--- config.mk ---
export PLATFORM = sky130hd
export DESIGN_NAME = officer_unlock
export DESIGN_NICKNAME = d
export VERILOG_FILES = /design/src/rtl/officer_unlock.sv
export SDC_FILE = /design/constraint.sdc
export NUM_CORES = 1
export LEC_CHECK = 0
export ABC_AREA = 1
export BUFFER_PORTS_ARGS = -buffer_cell sky130_fd_sc_hd__buf_2
export CAP_MARGIN = 20
export CELL_PAD_IN_SITES_DETAIL_PLACEMENT = 1
export CELL_PAD_IN_SITES_GLOBAL_PLACEMENT = 1
export CORE_UTILIZATION = 45
export CTS_CLUSTER_DIAMETER = 100
export DETAILED_ROUTE_END_ITERATION = 16
export PLACE_DENSITY = 0.85
export SETUP_SLACK_MARGIN = 0.15
export SYNTH_ARGS = -nofsm -noshare
export SYNTH_HDL_FRONTEND = slang
export SYNTH_SLANG_ARGS = --single-unit
--- constraint.sdc ---
create_clock -name clk -period 2.4 [get_ports clk]
set_clock_uncertainty 0.2 [all_clocks]
set_input_delay 0.48 -clock clk [delete_from_list [all_inputs] [get_ports clk]]
set_output_delay 0.48 -clock clk [all_outputs]
set_load 0.02 [all_outputs]
--- src/rtl/officer_unlock.sv ---
// officer_unlock: debounced two-button code entry with gap timeout, error lockout and sticky unlock.
module officer_unlock #(
    parameter int CLK_FREQ = 48_000_000,
    parameter int DEBOUNCE_MS = 10,
    parameter int TIMEOUT_MS = 2000,
    parameter int LOCKOUT_MS = 5000,
    parameter int MAX_ERRORS = 3,
    parameter int CODE_LEN = 8,
    parameter logic [CODE_LEN-1:0] CODE = 8'b10110010,
    localparam int W = $clog2(CODE_LEN + 1)
) (
    input  logic         clk,
    input  logic         rst_n,
    input  logic         btn_a,
    input  logic         btn_b,
    output logic         got_commanding_officer,
    output logic [W-1:0] progress,
    output logic         locked_out
);
    localparam int CYC = CLK_FREQ / 1000;
    localparam int DEB = DEBOUNCE_MS * CYC;
    localparam int TO = TIMEOUT_MS * CYC;
    localparam int LOCK = LOCKOUT_MS * CYC;
    localparam int TMAX = (TO > LOCK) ? TO : LOCK;
    localparam int DW = $clog2(DEB + 1);
    localparam int TW = $clog2(TMAX + 1);

    typedef enum logic [1:0] {IDLE, ENTRY, LOCKOUT, UNLOCKED} state_t;

    logic [1:0] r_s1, r_s2, r_deb_q, w_deb, w_press;
    state_t r_state, w_state;
    logic [W-1:0] r_prog, w_prog;
    logic [2:0] r_err, w_err;
    logic [TW-1:0] r_timer, w_timer;
    logic r_got, r_lock;
    logic [CODE_LEN-1:0] w_shift;
    logic w_ev, w_good;

    always_ff @(posedge clk) begin
        if (!rst_n) begin
            r_s1 <= '0;
            r_s2 <= '0;
            r_deb_q <= '0;
        end else begin
            r_s1 <= {btn_b, btn_a};
            r_s2 <= r_s1;
            r_deb_q <= w_deb;
        end
    end

    genvar g;
    generate
        for (g = 0; g < 2; g++) begin : g_deb
            logic [DW-1:0] r_cnt;
            logic r_deb;
            always_ff @(posedge clk) begin
                if (!rst_n) begin
                    r_cnt <= '0;
                    r_deb <= 1'b0;
                end else if (r_s2[g] == r_deb) begin
                    r_cnt <= '0;
                end else if (r_cnt == DW'(DEB - 1)) begin
                    r_cnt <= '0;
                    r_deb <= r_s2[g];
                end else begin
                    r_cnt <= r_cnt + 1'b1;
                end
            end
            assign w_deb[g] = r_deb;
        end
    endgenerate

    // bit 1 = button B (symbol 1), bit 0 = button A (symbol 0); both at once is never correct
    assign w_press = w_deb & ~r_deb_q;
    assign w_ev = |w_press;
    assign w_shift = CODE << r_prog;
    assign w_good = (w_press == 2'b10) ? w_shift[CODE_LEN-1] :
                    (w_press == 2'b01) ? ~w_shift[CODE_LEN-1] : 1'b0;

    always_comb begin
        w_state = r_state;
        w_prog = r_prog;
        w_err = r_err;
        w_timer = (r_timer == TW'(TMAX)) ? r_timer : r_timer + 1'b1;
        case (r_state)
            IDLE, ENTRY: begin
                if (w_ev) begin
                    w_timer = '0;
                    if (w_good) begin
                        w_err = '0;
                        w_prog = r_prog + 1'b1;
                        w_state = (W'(r_prog + 1'b1) == W'(CODE_LEN)) ? UNLOCKED : ENTRY;
                    end else begin
                        w_prog = '0;
                        w_err = (r_err + 3'd1 == 3'(MAX_ERRORS)) ? 3'd0 : r_err + 3'd1;
                        w_state = (r_err + 3'd1 == 3'(MAX_ERRORS)) ? LOCKOUT : IDLE;
                    end
                end else if (r_state == ENTRY && r_timer == TW'(TO - 1)) begin
                    w_state = IDLE;
                    w_prog = '0;
                end
            end
            LOCKOUT: w_state = (r_timer == TW'(LOCK - 1)) ? IDLE : LOCKOUT;
            default: w_state = UNLOCKED;
        endcase
    end

    always_ff @(posedge clk) begin
        if (!rst_n) begin
            r_state <= IDLE;
            r_prog <= '0;
            r_err <= '0;
            r_timer <= '0;
            r_got <= 1'b0;
            r_lock <= 1'b0;
        end else begin
            r_state <= w_state;
            r_prog <= w_prog;
            r_err <= w_err;
            r_timer <= w_timer;
            r_got <= (w_state == UNLOCKED);
            r_lock <= (w_state == LOCKOUT);
        end
    end

    assign got_commanding_officer = r_got;
    assign progress = r_prog;
    assign locked_out = r_lock;
endmodule

# Yosys cells after proc, flatten, opt, wreduce, memory -nomap -nowiden
# Cells that the tools add are included.
[word_totals]
reg_bits = 85
latchBits = 0
mem_bits_rw = 0
romBits = 0
in_bits = 4
memories = 0
[op_classes]
addsub = 5
mul = 0
div_mod_pow = 0
order_cmp = 0
n_eq_ne = 15
shift = 1
n_mux = 17
bitwise_logic = 6
n_reduce_logical = 11
[op_table]
columns = ["op", "n"]
rows = [
  ["$mux W28", 3],
  ["$eq A28 B28 Y1 const B", 2],
  ["$add A19 B1 Y19 const B", 2],
  ["$eq A19 B19 Y1 const B", 2],
  ["$add A28 B1 Y28 const B", 1],
  ["$eq A28 B27 Y1 const B", 1],
  ["$mux W2", 6],
  ["$mux W4", 3],
  ["$eq A2 B2 Y1 const B", 4],
  ["$reduce_and A2 Y1", 4],
  ["$shl A8 B4 Y8 const A", 1],
  ["$mux W3", 2],
  ["$reduce_or A3 Y1", 2],
  ["$add A4 B1 Y4 const B", 1],
  ["$eq A2 B1 Y1 const B", 2],
  ["$eq A4 B4 Y1 const B", 1],
  ["$not A1 Y1", 4],
  ["$pmux W2 S2", 1],
  ["$reduce_or A2 Y1", 2],
  ["$add A3 B1 Y3 const B", 1],
  ["$eq A3 B2 Y1 const B", 1],
  ["$and A2 B2 Y2", 1],
  ["$eq A1 B1 Y1", 2],
  ["$logic_not A2 Y1", 1],
  ["other kinds (4)", 5],
]

# Logic depth before layout (Yosys ltp)
# Gate-level depths: netlist (run 1).
[depth]
word_depth = 9
mapped_depth = 12
mapped_depth_nobuf = 12

# Worst setup path before layout (run 1)
# Ideal clock, no wire load.
[synth_timing]
kind = "register to register"
start = "register g_deb[1].r_cnt[0]"
end = "register g_deb[1].r_cnt[15]"
setup_ns = 0.114
arrival_ns = 1.517
t_required_ns = 2.086
slack_ns = 0.568
stages_incl_launch_ff = 10
path_buffers = 1
synth_period_minus_slack_ns = 1.832
path_cell_list = "dfxtp_1 ha_1 nand3_1 nor2_1 inv_1 nor2_1 nand3_1 nand3_2 buf_4 nor2_1"
[synth_via]
elab_chain_len = 2
word_cells_on_any_way = 3
[synth_rtl]
columns = ["element", "line", "rtl"]
rows = [
  ["from (decl)", "54", "logic [DW-1:0] r_cnt;"],
  ["from (signal assigned)", "66", "r_cnt <= r_cnt + 1'b1;"],
  ["branches (longest 2 deep; another with $add A19 B1 Y19)", "--", ""],
]
# Several ways; the timed one is not identified.
# A chain may end at the register's enable or synchronous reset.

# Worst setup path after layout (run 1)
[layout_timing]
start = "register g_deb[1].r_cnt[0]"
end = "register g_deb[1].r_cnt[16]"
# Same word-level chain as after synthesis.

==> results of run 1 <==
-- Yosys cell counts (10+ instances only) --
library cell / number
o21ai_0: 21
nand3_1: 36
nand2_1: 119
inv_1: 85
a21oi_1: 32
ha_1: 10
nor3_1: 23
nand4_1: 14
nor2_1: 87
dfxtp_1: 85
xor2_1: 12
-- metrics by stage --
stage	cell area [µm²]	setup slack (ns)	hold slack, ns	utilization
after detailed placement	4390	0.278	0.202	0.493
after floorplan	4200	0.568	0.190	-
after CTS	4570	0.248	0.109	0.514
after global routing	4590	0.131	0.110	0.516
after global placement	4390	0.395	0.194	0.493
final	4590	0.293	0.118	0.516
-- sequential cells by signal (all words and copies together), names as in the netlist --
register                flops
g_deb.r_cnt                38
r_timer                    28
progress                    4
r_err                       3
g_deb.r_deb                 2
r_deb_q                     2
r_s1                        2
r_s2                        2
r_state                     2
got_commanding_officer      1
locked_out                  1
-- per-layer routing --
| layer | vias up | part of all wire | track usage |
|---|---|---|---|
| met4 | 0 | 0.016 | 0.0781 |
| met3 | 18 | 0.020 | 0.0312 |
| met1 | 1842 | 0.46 | 0.269 |
| met5 | - | 0 | 0 |
| li1 | 1949 | - | - |
| met2 | 31 | 0.50 | 0.404 |
-- kinds of logic (layout without fill, tap and decap cells) --
group           count (synthesis)  after routing  share of synthesized area
simple gates                  324            324                      0.361
xor+xnor                       16             16                     0.0334
fa+ha+maj                      10             10                     0.0298
compound gates                 65             65                     0.0811
flops                          85             85                      0.405
buf+inv                        97            121                     0.0894
-- report_power, final --
group	total (mW)	internal (mW)	switching [mW]	leakage (nW)
logic	0.0644	0.0216	0.0428	0.961
clock network	0.989	0.482	0.507	0.0943
registers	1.42	1.42	0.00667	0.686
total	2.48	1.92	0.557	1.74
-- how the worst max path moves through the flow --
| stage | cells past startpoint | slack, ns | end |
|---|---|---|---|
| floorplan | 9 | 0.57 | g_deb[1].r_cnt[15]$_SDFF_PP0_ |
| global placement | 8 | 0.40 | g_deb[1].r_cnt[16]$_SDFF_PP0_ |
| detailed placement | 8 | 0.28 | g_deb[1].r_cnt[16]$_SDFF_PP0_ |
| CTS | 8 | 0.25 | g_deb[1].r_cnt[16]$_SDFF_PP0_ |
| global route | 8 | 0.13 | g_deb[1].r_cnt[16]$_SDFF_PP0_ |
| finish | 8 | 0.29 | g_deb[1].r_cnt[16]$_SDFF_PP0_ |
-- final cells by class --
| class | count | area, µm² | area share |
|---|---|---|---|
| multi-input combinational | 415 | 2140 | 0.467 |
| sequential | 85 | 1700 | 0.371 |
| inverter | 90 | 338 | 0.0736 |
| clock buffer | 12 | 135 | 0.0294 |
| tap | 108 | 135 | 0.0294 |
| timing repair buffer | 15 | 90.1 | 0.0196 |
| clock inverter | 4 | 48.8 | 0.0106 |
-- cell usage in the layout, fill, tap and decap left out, drive strengths merged --
| cell type | count |
|---|---|
| nand3b | 2 |
| xnor2 | 4 |
| ha | 10 |
| xor2 | 12 |
| o21ai | 25 |
| bufinv | 1 |
| or2 | 9 |
| clkinv | 3 |
| a31oi | 4 |
| nor3 | 28 |
| inv | 90 |
| dfxtp | 85 |
| nand3 | 41 |
| clkbuf | 12 |
| o31ai | 2 |
| buf | 15 |
| a21oi | 32 |
| nand2 | 122 |
| nand4 | 14 |
| a211oi | 2 |
| nor2 | 96 |
| nor3b | 7 |
| nor4 | 5 |
-- worst max-delay path, cell delays in order, from the launching register on --
cell and delay [ns]:
dfxtp_1 0.43, ha_1 0.25, nand3_1 0.14, nor2_1 0.14, inv_1 0.08, nor2_1 0.18, nand3_1 0.22, nand3_4 0.25
nor3_1 0.09
==> impl_results.md, run 1 <==
* Outcome: complete, no violations
* Vias in the first global route at 3954
* CP Launch Point: g_deb[1].r_cnt[0]$_SDFF_PP0_
* Clk buf depth at 2
* Die area at 0.00972 mm²
* Clk Latency, worst-skew pair at 0.35 ns
* Via count at 3840
* CTS resizes at 0
* WHS Endpoint: r_s1[1]$_SDFF_PN0_
* Sequential cell area fraction in the yosys report at 0.405
* Row Count at 34
* Core area at 0.00889 mm²
* Reg clk slew, reported paths at 0.09 ns
* Setup Crit Path Kind: reg2reg
* First-pass detailed-route iteration total at 4
* Final setup viols at 0
* Nets at 630
* Async S/R FF share, synth at 0
* CTS root buffer: clkbuf_8
* Max VDD drop at 0.000296 V
* Rel. slew slack at 0.730
* Syn Nets at 611
* Max Cap Viol at 0
* Share of cells above drive strength 1 at 0.101
* Static leakage at 1.74 nW
* Remaining DRCs at 0
* Synth warnings at 0
* Synthesis-to-finish area growth at 9.36%
* Hold Path Depth at 3
* Post-placement cell count at 713
* Number of flops mapped to enable cells by yosys at 0
* R2R depth at 8
* H-Tree Depth at 3
* Final Hold Viols at 0
* First-pass GRT wire length at 17.7 mm
* Worst Setup End Kind: flop
* Initial Utilization at 0.472
* Chip Height at 98.6 µm
* Crit start category: flop
* Crit path DAT at 2.15 ns
* Via density per instance at 5.27
* Final Cycle Share at 0.878
* Cells after Synth at 597
* Post-DRT Antenna Nets at 0
* Chip width at 98.6 µm
* Gpl congestion at 0.846
* Share of Yosys cell area claimed by the top area cell type at 0.405
* Wire length per cell at 13.7 µm
* Pwr dens at 540 mW/mm²
* Setup TNS at 0 ns
* CTS Hold Bufs at 0
* Min-Delay Startpoint: btn_b
* R2r setup slk at 0.29 ns
* FMAX at 475 MHz
* Iter 0 DRT Violations at 104
* Yosys top cell by area: dfxtp_1
* Placed wire-length estimate at 7.73 mm
* Crit path required time at 2.44 ns
* Initial antenna violation count at 0
* GR Util All Layers at 0.223
* Total Power at 2.48 mW
* Largest net degree at the start of global routing at 20
* Top post-synthesis cells by area: dfxtp_1 (41%), nand2_1 (11%), nor2_1 (7.8%)
* Final slew viol count at 0
* Worst-path fanout max at 19
* Setup repair after global routing missed its margin: false
* Tmin final at 2.11 ns
* Port Buf Inserts at 9
* Routed WL at 10.0 mm
* Clock sinks at 85
* Synth cell types at 34
* ANT cells at 0
* Post-Syn Area at 0.00420 mm²
* TritonCTS clock tree: yes
* Worst R2R End: g_deb[1].r_cnt[16]$_SDFF_PP0_
* # fillers at 1188
* Grt ovf at 0
* Worst r2r src: g_deb[1].r_cnt[0]$_SDFF_PP0_
* TritonCTS buffer count at 9
* Worst-margin pin slew at 0.402 ns
* Top-Level Pins at 10
* Syn avg cell area at 7.03 µm²
* Fin cells at 729
* Flops & latches, synth at 85
* Post-synth top flop: dfxtp_1
* Setup repair bufs after CTS at 0
* Tightest Hold Check Type: in2reg
Power figures use the tool's default switching activity.
==> run 2, diff against run 1 <==
Settings changed: CTS_BUF_LIST from default to sky130_fd_sc_hd__clkbuf_16.
==> impl_results.md, run 2 (same netlist as run 1, synthesis figures left out) <==
* Clk Latency, worst-skew pair at 0.33 ns (-0.02 ns)
* TritonCTS buffer count at 9 (unchanged)
* Share of cells above drive strength 1 at 0.101 (unchanged)
* Final Cycle Share at 0.879 (about the same)
* Setup TNS at 0 ns (unchanged)
* CP Cell Sequence: ha_1 -> nand3_1 -> nor2_1 -> inv_1 -> nor2_1 -> nand3_1 -> nand3_4 -> nor3_1
* H-Tree Depth at 3 (unchanged)
* Tightest Hold Check Type: in2reg
* Row Count at 34 (unchanged)
* Tmin final at 2.11 ns (+0.00167 ns)
* Largest net degree at the start of global routing at 20 (unchanged)
* TritonCTS clock tree: yes
* R2R depth at 8 (unchanged)
* # fillers at 1166 (-1.9%)
* Routed WL at 10.3 mm (+3.1%)
* Worst-path fanout max at 19 (unchanged)
* Via density per instance at 5.27 (+0.10%)
* First-pass detailed-route iteration total at 4 (unchanged)
* Placed wire-length estimate at 7.73 mm (unchanged)
* Initial Utilization at 0.472 (unchanged)
* Gpl congestion at 0.846 (unchanged)
* Remaining DRCs at 0 (unchanged)
* ANT cells at 0 (unchanged)
* Max VDD drop at 0.000364 V (+23%)
* GR Util All Layers at 0.229 (+0.00590)
* Flip-flop count of the largest register after layout at 38 (unchanged)
* Grt ovf at 0 (unchanged)
* Slowest cell on crit path: dfxtp_1
* Smallest hold slack at 0.129 ns (+0.0103 ns)
* Reg with most FFs: g_deb.r_cnt
* Crit path required time at 2.42 ns (-0.02 ns)
* Final setup viols at 0 (unchanged)
* M3 GR Usage at 0.0284 (-0.00284)
* Crit start category: flop
* Vias in the first global route at 4009 (+1.4%)
* Critical Path Max Stage Delay at 0.42 ns (about the same)
* Final slew viol count at 0 (unchanged)
* Crit path DAT at 2.13 ns (-0.02 ns)
* CTS root buffer: clkbuf_16
* Initial antenna violation count at 0 (unchanged)
* Commonest non-fill, non-tap cell in the layout: nand2_1
* Core area at 0.00889 mm² (unchanged)
* Rel. slew slack at 0.723 (-0.00750)
* Post-DRT Antenna Nets at 0 (unchanged)
* Via count at 3844 (+0.10%)
* Worst Setup End Kind: flop
* Reg clk slew, reported paths at 0.06 ns (-0.03 ns)
* Chip Height at 98.6 µm (unchanged)
* Static leakage at 1.79 nW (+2.6%)
* Final Hold Viols at 0 (unchanged)
* Pwr dens at 603 mW/mm² (+12%)
* Chip width at 98.6 µm (unchanged)
* Outcome: complete, no violations
* FMAX at 474 MHz (about the same)
* Hold Path Depth at 3 (unchanged)
* R2r setup slk at 0.29 ns (about the same)
* Setup repair after global routing missed its margin: false
* GR met1 Demand/Resource at 0.275 (+0.00566)
* Wire length per cell at 14.1 µm (+3.1%)
* Clk buf depth at 2 (unchanged)
* First-pass GRT wire length at 18.1 mm (+2.2%)
* Setup Crit Path Kind: reg2reg
* GRT Max-Usage Layer: met2
* Synthesis-to-finish area growth at 11.6%
* Worst-margin pin slew at 0.413 ns (+0.0112 ns)
* Clock sinks at 85 (unchanged)
* Iter 0 DRT Violations at 99 (-4.8%)
* Port Buf Inserts at 9 (unchanged)
* CTS Hold Bufs at 0 (unchanged)
* Top-Level Pins at 10 (unchanged)
* Most frequent cells in the layout: nand2_1 (118), inv_1 (88), nor2_1 (87)
* Nets at 630 (unchanged)
* Die area at 0.00972 mm² (unchanged)
* Max Cap Viol at 0 (unchanged)
* Met2 Use GR at 0.418 (+0.0135)
## run 2: per-stage QoR
stage | worst slack [ns] | util | instance area (µm²) | std cells | total power, mW
2_1_floorplan | 0.568 | - | 4200 | 597 | 1.50
3_3_place_gp | 0.395 | 0.493 | 4390 | 713 | 1.52
3_5_place_dp | 0.278 | 0.493 | 4390 | 713 | 1.52
4_1_cts | 0.242 | 0.525 | 4670 | 729 | 2.85
5_1_grt | 0.137 | 0.527 | 4690 | 729 | 2.92
6_report | 0.291 | 0.527 | 4690 | 729 | 2.82
## run 2: final timing paths
check,start,to
max,g_deb[1].r_cnt[0]$_SDFF_PP0_,g_deb[1].r_cnt[16]$_SDFF_PP0_
max reg2reg,g_deb[1].r_cnt[0]$_SDFF_PP0_,g_deb[1].r_cnt[16]$_SDFF_PP0_
min reg2reg,r_s1[0]$_SDFF_PN0_,r_s2[0]$_SDFF_PN0_
min,btn_b,r_s1[1]$_SDFF_PN0_
## run 2: routing by layer
| layer | vias up | wire (µm) | share of wire |
|---|---|---|---|
| met5 | - | 0 | 0 |
| met4 | 0 | 172 | 0.017 |
| met3 | 18 | 170 | 0.016 |
| met2 | 42 | 5160 | 0.50 |
| met1 | 1834 | 4810 | 0.47 |
| li1 | 1950 | - | - |
## run 2: report_power, final
part / total (mW) / internal [mW] / switching, mW
Sequential: 1.43 / 1.42 / 0.00693
Combinational: 0.0635 / 0.0216 / 0.0419
Clock: 1.34 / 0.793 / 0.543
## run 2: layout make-up
type                            instances  area (µm²)  area share
Multi-Input combinational cell        415        2140       0.456
Sequential cell                        85        1700       0.363
Inverter                               90         338      0.0721
Clock buffer                            9         225      0.0481
Tap cell                              108         135      0.0288
Timing Repair Buffer                   15        90.1      0.0192
Clock inverter                          7        60.1      0.0128
## run 2: worst max-delay path: cells and delay by family, from the launching register on
kind                       cells  cell delay [ns]
adders and majority gates      1             0.26
DFF                            1             0.42
buffers and inverters          1             0.08
and+or+nand+nor                6             1.02
## run 2: what timing repair did
action	in CTS	in global routing
setup buffers	0	0
endpoints found under the hold margin	0	0
setup endpoints to repair	0	21
resized for setup	0	3
